### config.mk
export PLATFORM = sky130hd
export DESIGN_NAME = chaotic_state_feedback
export DESIGN_NICKNAME = d
export VERILOG_FILES = /design/src/rtl/chaotic_state_feedback.sv
export SDC_FILE = /design/constraint.sdc
export NUM_CORES = 1
export LEC_CHECK = 0
export BUFFER_PORTS_ARGS = -buffer_cell sky130_fd_sc_hd__buf_2
export CAP_MARGIN = 20
export CORE_AREA = 2 2 252 254
export CTS_CLUSTER_DIAMETER = 40
export DETAILED_ROUTE_END_ITERATION = 16
export DIE_AREA = 0 0 254 256
export GPL_ROUTABILITY_DRIVEN = 1
export PLACE_DENSITY_LB_ADDON = 0.2
export SLEW_MARGIN = 20
export SYNTH_ARGS = -nofsm -noshare
export SYNTH_HDL_FRONTEND = slang
export SYNTH_SLANG_ARGS = --single-unit
export TNS_END_PERCENT = 10
### constraint.sdc
create_clock -name clk -period 3.5 [get_ports clk]
set_clock_uncertainty 0.15 [all_clocks]
set_input_delay 0.7 -clock clk [delete_from_list [all_inputs] [get_ports clk]]
set_output_delay 0.7 -clock clk [all_outputs]
set_load 0.005 [all_outputs]
### src/rtl/chaotic_state_feedback.sv
// chaotic_state_feedback: closes the x/y/z Euler-stage loop and emits one sequence bit per iteration.
// Define CHAOS_FB_TIMEOUT_EN to bound the time spent waiting for stage results.
module chaotic_state_feedback #(
  parameter int DATA_WIDTH  = 64,
  parameter int ITER_WIDTH  = 32,
  parameter int QBIT        = 20,
  parameter int TIMEOUT_CYC = 1023
) (
  input  logic                  clk,
  input  logic                  rst_n,
  input  logic                  start,
  input  logic [ITER_WIDTH-1:0] iter_num,
  input  logic [DATA_WIDTH-1:0] seed_x,
  input  logic [DATA_WIDTH-1:0] seed_y,
  input  logic [DATA_WIDTH-1:0] seed_z,
  input  logic                  xn1_valid,
  input  logic [DATA_WIDTH-1:0] xn1,
  input  logic                  yn1_valid,
  input  logic [DATA_WIDTH-1:0] yn1,
  input  logic                  zn1_valid,
  input  logic [DATA_WIDTH-1:0] zn1,
  output logic                  xn_valid,
  output logic [DATA_WIDTH-1:0] xn,
  output logic                  yn_valid,
  output logic [DATA_WIDTH-1:0] yn,
  output logic                  zn_valid,
  output logic [DATA_WIDTH-1:0] zn,
  output logic                  bit_valid,
  output logic                  bit_out,
  output logic [ITER_WIDTH-1:0] iter_cnt,
  output logic                  busy,
  output logic                  done,
  output logic                  err
);
  typedef enum logic [2:0] {IDLE, SEED, WAIT, ISSUE, FIN} state_t;
  state_t                state;
  logic [DATA_WIDTH-1:0] hx, hy, hz, nx, ny, nz;
  logic                  fx, fy, fz, all_in, timeout;
  logic [ITER_WIDTH-1:0] lim, cnt_nxt;
  // results arriving this cycle count toward completion and feed the re-issue directly
  always_comb begin
    nx      = fx ? hx : xn1;
    ny      = fy ? hy : yn1;
    nz      = fz ? hz : zn1;
    all_in  = (fx | xn1_valid) & (fy | yn1_valid) & (fz | zn1_valid);
    cnt_nxt = iter_cnt + 1'b1;
  end
`ifdef CHAOS_FB_TIMEOUT_EN
  localparam int TW = $clog2(TIMEOUT_CYC + 1);
  logic [TW-1:0] wait_cnt;
  always_ff @(posedge clk or negedge rst_n)
    if (!rst_n) wait_cnt <= '0;
    else        wait_cnt <= (state == WAIT) ? wait_cnt + 1'b1 : '0;
  always_comb timeout = (state == WAIT) && (wait_cnt == TW'(TIMEOUT_CYC - 1));
`else
  always_comb timeout = 1'b0;
`endif
  always_ff @(posedge clk or negedge rst_n) begin
    if (!rst_n) begin
      state     <= IDLE;
      xn_valid  <= 1'b0;
      yn_valid  <= 1'b0;
      zn_valid  <= 1'b0;
      xn        <= '0;
      yn        <= '0;
      zn        <= '0;
      hx        <= '0;
      hy        <= '0;
      hz        <= '0;
      fx        <= 1'b0;
      fy        <= 1'b0;
      fz        <= 1'b0;
      lim       <= '0;
      iter_cnt  <= '0;
      bit_valid <= 1'b0;
      bit_out   <= 1'b0;
      busy      <= 1'b0;
      done      <= 1'b0;
      err       <= 1'b0;
    end else begin
      xn_valid  <= 1'b0;
      yn_valid  <= 1'b0;
      zn_valid  <= 1'b0;
      bit_valid <= 1'b0;
      done      <= 1'b0;
      case (state)
        IDLE: if (start) begin
          lim      <= iter_num;
          iter_cnt <= '0;
          err      <= 1'b0;
          fx       <= 1'b0;
          fy       <= 1'b0;
          fz       <= 1'b0;
          busy     <= 1'b1;
          if (iter_num == '0) begin
            state <= FIN;
            done  <= 1'b1;
          end else begin
            state    <= SEED;
            xn       <= seed_x;
            yn       <= seed_y;
            zn       <= seed_z;
            xn_valid <= 1'b1;
            yn_valid <= 1'b1;
            zn_valid <= 1'b1;
          end
        end
        SEED: state <= WAIT;
        WAIT: begin
          // a repeat result keeps the first value and flags the protocol error
          if (xn1_valid) begin
            if (fx) err <= 1'b1;
            else begin hx <= xn1; fx <= 1'b1; end
          end
          if (yn1_valid) begin
            if (fy) err <= 1'b1;
            else begin hy <= yn1; fy <= 1'b1; end
          end
          if (zn1_valid) begin
            if (fz) err <= 1'b1;
            else begin hz <= zn1; fz <= 1'b1; end
          end
          if (all_in) begin
            iter_cnt  <= cnt_nxt;
            bit_valid <= 1'b1;
            bit_out   <= nx[QBIT];
            if (cnt_nxt == lim) begin
              state <= FIN;
              done  <= 1'b1;
            end else begin
              state    <= ISSUE;
              xn       <= nx;
              yn       <= ny;
              zn       <= nz;
              xn_valid <= 1'b1;
              yn_valid <= 1'b1;
              zn_valid <= 1'b1;
            end
          end else if (timeout) begin
            err   <= 1'b1;
            state <= FIN;
            done  <= 1'b1;
          end
        end
        ISSUE: begin
          fx    <= 1'b0;
          fy    <= 1'b0;
          fz    <= 1'b0;
          state <= WAIT;
        end
        FIN: begin
          busy  <= 1'b0;
          state <= IDLE;
        end
        default: state <= IDLE;
      endcase
    end
  end
endmodule

==> flow_summary.ini, run 1 <==
[sta]
setup_viol = 0
max_freq_mhz = 291
finalCritPeriodShare = 0.981
relSlewSlack = 0.333
hold_viol = 0
period_minus_slack_ns = 3.44
tightest_slew_ns = 0.997
holdWs_ns = 0.135
slew_violations = 0

[synth]
yosysSeqAreaShare = 0.421
synth-seq-cells = 460
synth.net_count = 3122
synth_area_leader_cell = dfrtp_1
synth_flop_cell = dfrtp_1
yosysUniqueCellTypes = 66
synth_area_sq_um = 27300
synth_cells = 2699
synth_edf_count = 0
synth_most_common_cell = dfrtp_1
synth_area_leaders = dfrtp_1 (42%), mux2_2 (9.3%), mux2i_1 (7.1%)
ys_async_sr_fraction = 1.00
synth.avg_cell_area_sq_um = 10.1
synth_common_cells = dfrtp_1 (460), clkbuf_1 (247), nor2_1 (228), mux2_2 (225), nand4_1 (210)
yosysTopAreaCellShare = 0.421
ys_warn_count = 0

[hold_path]
holdCritPathClass = in -> reg
min_from = iter_num[2]
hold_path_depth = 3

[placed_design]
place.gp.congestion = 0.875
placed_cell_area_sq_um = 31900
dp_hpwl_um = 69900
port_buffers = 653

[worst_setup_path]
r2r_start = iter_cnt[5]$_DFFE_PN0P_
critPathLaunch = iter_cnt[5]$_DFFE_PN0P_
path_class = reg -> reg
critPathMaxFanout = 47
critPathCaptureType = register
required_ns = 3.90
cp-start-kind = register
critPathArrivalTime_ns = 3.84
r2r_cells = 12

[clock_tree]
cts_tree = done
clk_pin_slew_ns = 0.05
numCtsBuffers = 93
clock_latency_ns = 0.66
numClockSinks = 460
clock_path_buffers = 3
htreeDepth = 3
clockRootBuffer = clkbuf_16

[outcome]
status = completed

[die]
die_h_um = 256
design.portCount = 654
die_x_um = 254
initial_utilization = 0.438
core_area_sq_um = 62400
die_area_sq_um = 65000
fp-row-count = 92

[route]
drc_errors = 0
drtIter0Drc = 2263
firstDrtPassIters = 6
wire_per_inst_um = 24.2
vias = 26200
routed_wirelength_um = 102000
vias_per_cell = 6.19
antenna_left = 0

[finish]
drive_gt1_frac = 0.395
fill_cells = 5450
area_delta_synth_final_pct = 29.8
final_nets = 3705
fin_area_sq_um = 35500

[global_routing]
grt_pass1_wl_um = 156000
track_usage = 0.304
first_global_vias = 26000
gr-total-overflow = 0
antenna_found_initial = 28
grt_max_degree = 170

[pwr]
powerDensity_nw_per_um2 = 840
finalPower_mw = 29.8
vdd_drop_max_mv = 0.711
cellLeakagePower_nw = 16.0

[flow_run]
maxCapViolCount = 0
==> state kept, by name, indices dropped and copies added, names as in the netlist, 3 cells and up <==
register  cells
hy           64
hx           64
zn           64
xn           64
iter_cnt     32
lim          32
hz           64
state         3
yn           64
==> report_power, final <==
part / internal [mW] / switching (mW)
clock network: 6.13 / 3.34
registers: 7.54 / 1.48
logic: 4.88 / 6.44
total: 18.6 / 11.3
==> worst paths after layout <==
check,endpoint,slack [ns]
worst min-delay path,lim[2]$_DFFE_PN0P_,0.13
worst min register to register,bit_out$_DFFE_PN0P_,0.35
min in group asynchronous,lim[7]$_DFFE_PN0P_,0.52
max in group asynchronous,zn[48]$_DFFE_PN0P_,1.55
worst max register to register,yn[34]$_DFFE_PN0P_,0.06
worst max-delay path,yn[34]$_DFFE_PN0P_,0.06
==> worst max-delay path: stages (launching register included) <==
cell      delay (ns)
dfrtp_1         0.39
nand4_4         0.19
buf_4           0.24
nor3_2          0.25
nand3_1         0.11
o31a_1          0.14
or4_1           0.58
buf_4           0.17
nor4_4          0.23
buf_4           0.19
clkbuf_8        0.39
nand4_1         0.15
o211ai_1        0.13
==> cell families after synthesis <==
kind of cell	Yosys count	synth area share
fa+ha+maj	1	0.000458
mux	420	0.164
flops	460	0.421
compound gates	692	0.194
xor+xnor	38	0.0122
buf+inv	321	0.0515
simple gates	767	0.157
==> stage by stage <==
stage / cells / setup TNS [ns] / utilization / setup slack (ns)
floorplan: 2699 / 0 / - / 0.142
global placement: 4025 / 0 / 0.511 / 0.123
detailed placement: 4025 / 0 / 0.511 / 0.0623
CTS: 4200 / 0 / 0.566 / 0.0307
global route: 4221 / -0.869 / 0.568 / -0.0400
finish: 4229 / 0 / 0.569 / 0.0649
==> routing by layer <==
metal	track usage	wire length (um)
met4	0.131	4190
met2	0.491	48800
met5	0	115
met1	0.389	41000
met3	0.0702	8330
==> cell type report <==
class	instances	area (sq um)	share of cell area
diodes	22	55.1	0.00155
clock buffers	113	2490	0.0703
clock inverters	61	892	0.0251
inverters	6	22.5	0.000635
multi-input cells	1918	14500	0.408
flip-flops and latches	460	11500	0.325
well taps	846	1060	0.0298
repair buffers	803	4940	0.139
==> timing repair <==
item                                   in CTS  in global routing
setup buffers                               0                  5
setup endpoints to repair                   0                189
hold buffers                                1                  0
resized for setup                           0                 13
endpoints found under the hold margin      61                  0
==> placed cells by master (no fill, tap or decap), types with 14 or more instances in the layout <==
| cell type | count |
|---|---|
| dfrtp_1 | 455 |
| a211oi_1 | 194 |
| o211ai_1 | 93 |
| mux2i_1 | 195 |
| nand3_1 | 15 |
| or3_1 | 194 |
| diode_2 | 22 |
| a31oi_1 | 197 |
| o31ai_1 | 14 |
| nor2_1 | 228 |
| o21ai_0 | 46 |
| nand2_1 | 31 |
| mux2_2 | 225 |
| a21oi_1 | 20 |
| buf_2 | 652 |
| buf_12 | 37 |
| nand4_1 | 210 |
| xor2_1 | 15 |
| clkbuf_16 | 95 |
| buf_4 | 106 |
| xnor2_1 | 23 |
| o211ai_2 | 100 |
Note: power is estimated with default switching activity, not from simulation.
==> run 2: changes to the inputs <==
CTS_BUF_LIST = sky130_fd_sc_hd__clkbuf_16   (was not set)
clock period = 3.1 ns   (was 3.5 ns; I/O delays follow)
==> run 2 against run 1 <==
  * The run now ends with setup timing left
  * Clock power increased by 6%
  * Critical path depth increased by 1
  * Via count increased by 2.3%
  * Core utilization increased by 1.7 points
  * Largest power group unchanged
  * Highest routed layer unchanged
==> flow_summary.ini, run 2 (same netlist as run 1, synthesis figures left out) <==
[route]
vias = 26800
firstDrtPassIters = 5
drtIter0Drc = 2213
wire_per_inst_um = 23.7
drc_errors = 0
routed_wirelength_um = 103000
vias_per_cell = 6.16
antenna_left = 0

[global_routing]
grtUsageMet2 = 0.491
busiest_layer = met2
first_global_vias = 26500
grt_pass1_wl_um = 157000
grt_use_met3 = 0.0640
track_usage = 0.306
gr-total-overflow = 0
grt_max_degree = 137
use_met1 = 0.389
antenna_found_initial = 23

[finish]
final_nets = 3822
area_delta_synth_final_pct = 33.6
mostFrequentLayoutCell = buf_2
final_cell_mix = buf_2 (652), dfrtp_1 (454), nor2_1 (228)
drive_gt1_frac = 0.415
fin_area_sq_um = 36500

[placed_design]
placed_cell_area_sq_um = 32600
port_buffers = 653
dp_hpwl_um = 70300
place.gp.congestion = 0.898

[pwr]
cellLeakagePower_nw = 16.6
powerDensity_nw_per_um2 = 911
vdd_drop_max_mv = 0.667

[worst_setup_path]
critPathArrivalTime_ns = 3.76
critPathCaptureType = register
r2r_start = iter_cnt[9]$_DFFE_PN0P_
r2r_end = yn[62]$_DFFE_PN0P_
r2r_cells = 13
path_class = reg -> reg
critical_path.top_delay_family = simple AND/OR/NAND/NOR gates
required_ns = 3.44
r2r_slack_ns = -0.32
critical_path.cell_chain = buf_6, or3b_1, a211o_1, a21oi_2, o21ai_1, or4_4, or4_4, nor2_4, buf_4, buf_12, buf_12, clkbuf_16, o211ai_1
cp_slowest_cell = or4_4
max_stage_delay_ns = 0.51
critical_path_buf_inv_count = 5
critPathMaxFanout = 11
cp-start-kind = register

[outcome]
status = complete, but fails checks
violations = setup timing

[hold_path]
hold_path_depth = 2
min_to = hy[4]$_DFFE_PN0P_
holdCritPathClass = in -> reg
min_from = yn1[4]

[clock_tree]
cts_tree = done
numClockSinks = 460
clockRootBuffer = clkbuf_16
htreeDepth = 3
clock_latency_ns = 0.62
clk_pin_slew_ns = 0.06
numCtsBuffers = 95
clock_path_buffers = 3

[sta]
rsz0062_at_grt = true
finalCritPeriodShare = 1.10
tightest_slew_ns = 1.01
hold_viol = 0
finalWorstSetupSlack_ns = -0.322
slew_violations = 0
setup_viol = 198
max_freq_mhz = 292
period_minus_slack_ns = 3.42
relSlewSlack = 0.326
holdWs_ns = 0.0954

[die]
die_h_um = 256
die_area_sq_um = 65000
die_x_um = 254
design.portCount = 654
fp-row-count = 92
initial_utilization = 0.438
core_area_sq_um = 62400

[flow_run]
maxCapViolCount = 0
-- run 2: timing repair --
action	CTS	global route
endpoints found under the hold margin	33	0
gates cloned	3	5
setup buffers	20	13
setup endpoints to repair	197	198
pin swaps	1	10
gates resized for setup	24	25
hold buffers	1	0
-- run 2: stage by stage --
step	cells	utilization	setup WS [ns]	TNS (ns)	power, mW
after floorplan	2699	-	0.00508	0	18.2
after global placement	4107	0.523	-0.289	-48.22	22.6
after detailed placement	4107	0.523	-0.317	-51.75	23.2
after CTS	4306	0.579	-0.261	-32.31	33.3
after global routing	4335	0.585	-0.409	-67.67	35.0
final	4344	0.585	-0.322	-49.51	33.3
-- run 2: worst max-delay path by stage --
stage                            start                  to  slack [ns]  cells past startpoint
2_1_floorplan  iter_cnt[5]$_DFFE_PN0P_  xn[22]$_DFFE_PN0P_       0.005                     11
3_3_place_gp   iter_cnt[7]$_DFFE_PN0P_  xn[41]$_DFFE_PN0P_       -0.29                     11
3_5_place_dp   iter_cnt[6]$_DFFE_PN0P_  xn[42]$_DFFE_PN0P_       -0.32                     11
4_1_cts        iter_cnt[7]$_DFFE_PN0P_  xn[33]$_DFFE_PN0P_       -0.26                     12
5_1_grt        iter_cnt[3]$_DFFE_PN0P_  yn[44]$_DFFE_PN0P_       -0.41                     12
6_report       iter_cnt[9]$_DFFE_PN0P_  yn[62]$_DFFE_PN0P_       -0.32                     13
-- run 2: final cells by class --
cell class / instances / area, sq um
tap: 846 / 1060
multi-input combinational: 1918 / 14600
fill: 5341 / 25900
clock inverter: 79 / 686
antenna: 20 / 50.0
clock buffer: 97 / 2430
inverter: 6 / 22.5
timing repair buffer: 918 / 6150
sequential: 460 / 11500
-- run 2: per-layer routing --
metal | wire [um] | vias to the layer above | part of all wire
li1 | - | 11900 | -
met1 | 40800 | 13300 | 0.40
met2 | 48900 | 1239 | 0.48
met3 | 8150 | 294 | 0.079
met4 | 4980 | 22 | 0.048
met5 | 129 | - | 0.0013
-- run 2: report_power, final --
part / switching [mW] / internal (mW)
clock network: 3.62 / 6.38
logic: 7.32 / 5.76
registers: 1.68 / 8.52
-- run 2: worst register-to-register path: stages, from the launching register on --
cell,delay (ns)
dfrtp_1,0.40
buf_6,0.14
or3b_1,0.34
a211o_1,0.27
a21oi_2,0.14
o21ai_1,0.09
or4_4,0.43
or4_4,0.51
nor2_4,0.12
buf_4,0.13
buf_12,0.12
buf_12,0.15
clkbuf_16,0.19
o211ai_1,0.10
==> run 3: changes to the inputs <==
SKIP_LAST_GASP = 1   (was not set)
==> run 3 against run 2 <==
  * The flow still finishes with violations (setup timing)
  * Register-to-register slack hardly changed
  * Worst setup slack worse by 0.0025 ns
  * Flip-flop and latch count stayed put
  * Hold slack worse by 0.00076 ns
  * Core utilization hardly changed
  * Sequential power hardly changed
  * Sequential share of layout area hardly changed
==> flow_summary.ini, run 3 (same netlist as run 1, synthesis figures left out) <==
[global_routing]
first_global_vias = 26500
grt_pass1_wl_um = 157000
grt_max_degree = 137
gr-total-overflow = 0
track_usage = 0.306
antenna_found_initial = 23

[finish]
final_nets = 3822
drive_gt1_frac = 0.414
fin_area_sq_um = 36500
fin_cells = 4345
final_cell_mix = buf_2 (652), dfrtp_1 (454), nor2_1 (228)
fill_cells = 5340
mostFrequentLayoutCell = buf_2
area_delta_synth_final_pct = 33.5

[die]
die_area_sq_um = 65000
fp-row-count = 92
die_h_um = 256
die_x_um = 254
core_area_sq_um = 62400
design.portCount = 654
initial_utilization = 0.438

[route]
firstDrtPassIters = 6
drtIter0Drc = 2265
drc_errors = 0
antenna_left = 0
vias_per_cell = 6.15
wire_per_inst_um = 23.7
vias = 26700
routed_wirelength_um = 103000

[sta]
tightest_slew_ns = 1.00
setup_viol = 198
max_freq_mhz = 292
period_minus_slack_ns = 3.42
finalCritPeriodShare = 1.10
tns_ns = -50.32
relSlewSlack = 0.332
finalWorstSetupSlack_ns = -0.325
hold_viol = 0
slew_violations = 0
rsz0062_at_grt = true

[outcome]
violations = setup timing
status = complete, but fails checks

[clock_tree]
clock_path_buffers = 3
numClockSinks = 460
clk_pin_slew_ns = 0.05
htreeDepth = 3
numCtsBuffers = 95
cts_tree = done
clockRootBuffer = clkbuf_16
clock_latency_ns = 0.62

[pwr]
switching_share = 0.379
combPwrFrac = 0.393
powerDensity_nw_per_um2 = 912
p_int_mw = 20.6
p_sw_mw = 12.6
pwr-share-clk = 0.300
power_frac_seq = 0.307
vdd_drop_max_mv = 0.672
cellLeakagePower_nw = 16.6
finalPower_mw = 33.3

[placed_design]
port_buffers = 653
dp.cells = 4107
place.gp.congestion = 0.898
dp_hpwl_um = 70300
placed_cell_area_sq_um = 32600

[hold_path]
hold_path_depth = 2
holdCritPathClass = in -> reg

[worst_setup_path]
critPathCaptureType = register
cp-start-kind = register
critPathMaxFanout = 11
r2r_cells = 13
path_class = reg -> reg
critPathArrivalTime_ns = 3.76
required_ns = 3.44

[flow_run]
maxCapViolCount = 0
==> run 3: changes by cell type in the layout (fill, tap and decap cells not counted) <==
cell	change
buf_6	-4
diode_2	+1
o31ai_1	+1
o31ai_4	-1
o21ai_2	-1
buf_4	+4
o21ai_0	+1
==> run 3: what timing repair did <==
action                     in CTS  in global routing
pin swaps                       1                  9
gates resized for setup        22                 19
buffers inserted               20                 13
gates cloned                    3                  5
setup endpoints to repair     197                198
hold buffers                    1                  0
hold endpoints to repair       33                  0
==> run 3: cell type report <==
type                    instances  area (sq um)  share of cell area
clock inverters                79           686              0.0188
well taps                     846          1060              0.0290
diodes                         21          52.6             0.00144
flip-flops and latches        460         11500               0.316
inverters                       6          22.5            0.000617
repair buffers                918          6130               0.168
multi-input cells            1918         14600               0.400
clock buffers                  97          2430              0.0665
==> run 3: worst paths after layout <==
| check | startpoint | endpoint | slack (ns) |
|---|---|---|---|
| worst max-delay path | iter_cnt[9]$_DFFE_PN0P_ | yn[62]$_DFFE_PN0P_ | -0.32 |
| worst min-delay path | zn1[9] | hz[9]$_DFFE_PN0P_ | 0.09 |
| worst max register to register | iter_cnt[9]$_DFFE_PN0P_ | yn[62]$_DFFE_PN0P_ | -0.32 |
| worst min register to register | hx[62]$_DFFE_PN0P_ | hx[62]$_DFFE_PN0P_ | 0.35 |
| max in group asynchronous | rst_n | hy[39]$_DFFE_PN0P_ | 1.52 |
| min in group asynchronous | rst_n | hy[62]$_DFFE_PN0P_ | 0.39 |
==> run 3: critical path: stages, from the launching register on <==
cell	delay, ns
dfrtp_1	0.40
buf_6	0.14
or3b_1	0.34
a211o_1	0.27
a21oi_2	0.14
o21ai_1	0.08
or4_4	0.43
or4_4	0.51
nor2_4	0.12
buf_4	0.13
buf_12	0.12
buf_12	0.15
clkbuf_16	0.18
o211ai_1	0.10
==> run 3: metal layers <==
layer | vias to the layer above | wire [um] | share of wire | track usage
met4 | 22 | 5040 | 0.049 | 0.154
met5 | - | 129 | 0.0013 | 0
li1 | 11900 | - | - | -
met1 | 13300 | 40900 | 0.40 | 0.389
met2 | 1190 | 48800 | 0.47 | 0.491
met3 | 302 | 8160 | 0.079 | 0.0640
==> run 3: metrics by stage <==
| stage | hold WS, ns | utilization | setup WS (ns) |
|---|---|---|---|
| after floorplan | 0.174 | - | 0.00508 |
| after global placement | 0.336 | 0.523 | -0.289 |
| after detailed placement | 0.343 | 0.523 | -0.317 |
| after CTS | 0.0577 | 0.578 | -0.261 |
| after global routing | 0.0731 | 0.584 | -0.409 |
| final | 0.0947 | 0.585 | -0.325 |
==> run 3: power by group through the flow <==
stage                     Sequential, mW  Combinational, mW  Clock, mW
after CTS                           10.1               13.0       10.1
after detailed placement            10.2               13.0          0
after global routing                10.5               14.1       10.4
after global placement              10.1               12.6          0
after floorplan                     9.84               8.33          0
final                               10.2               13.1       9.99
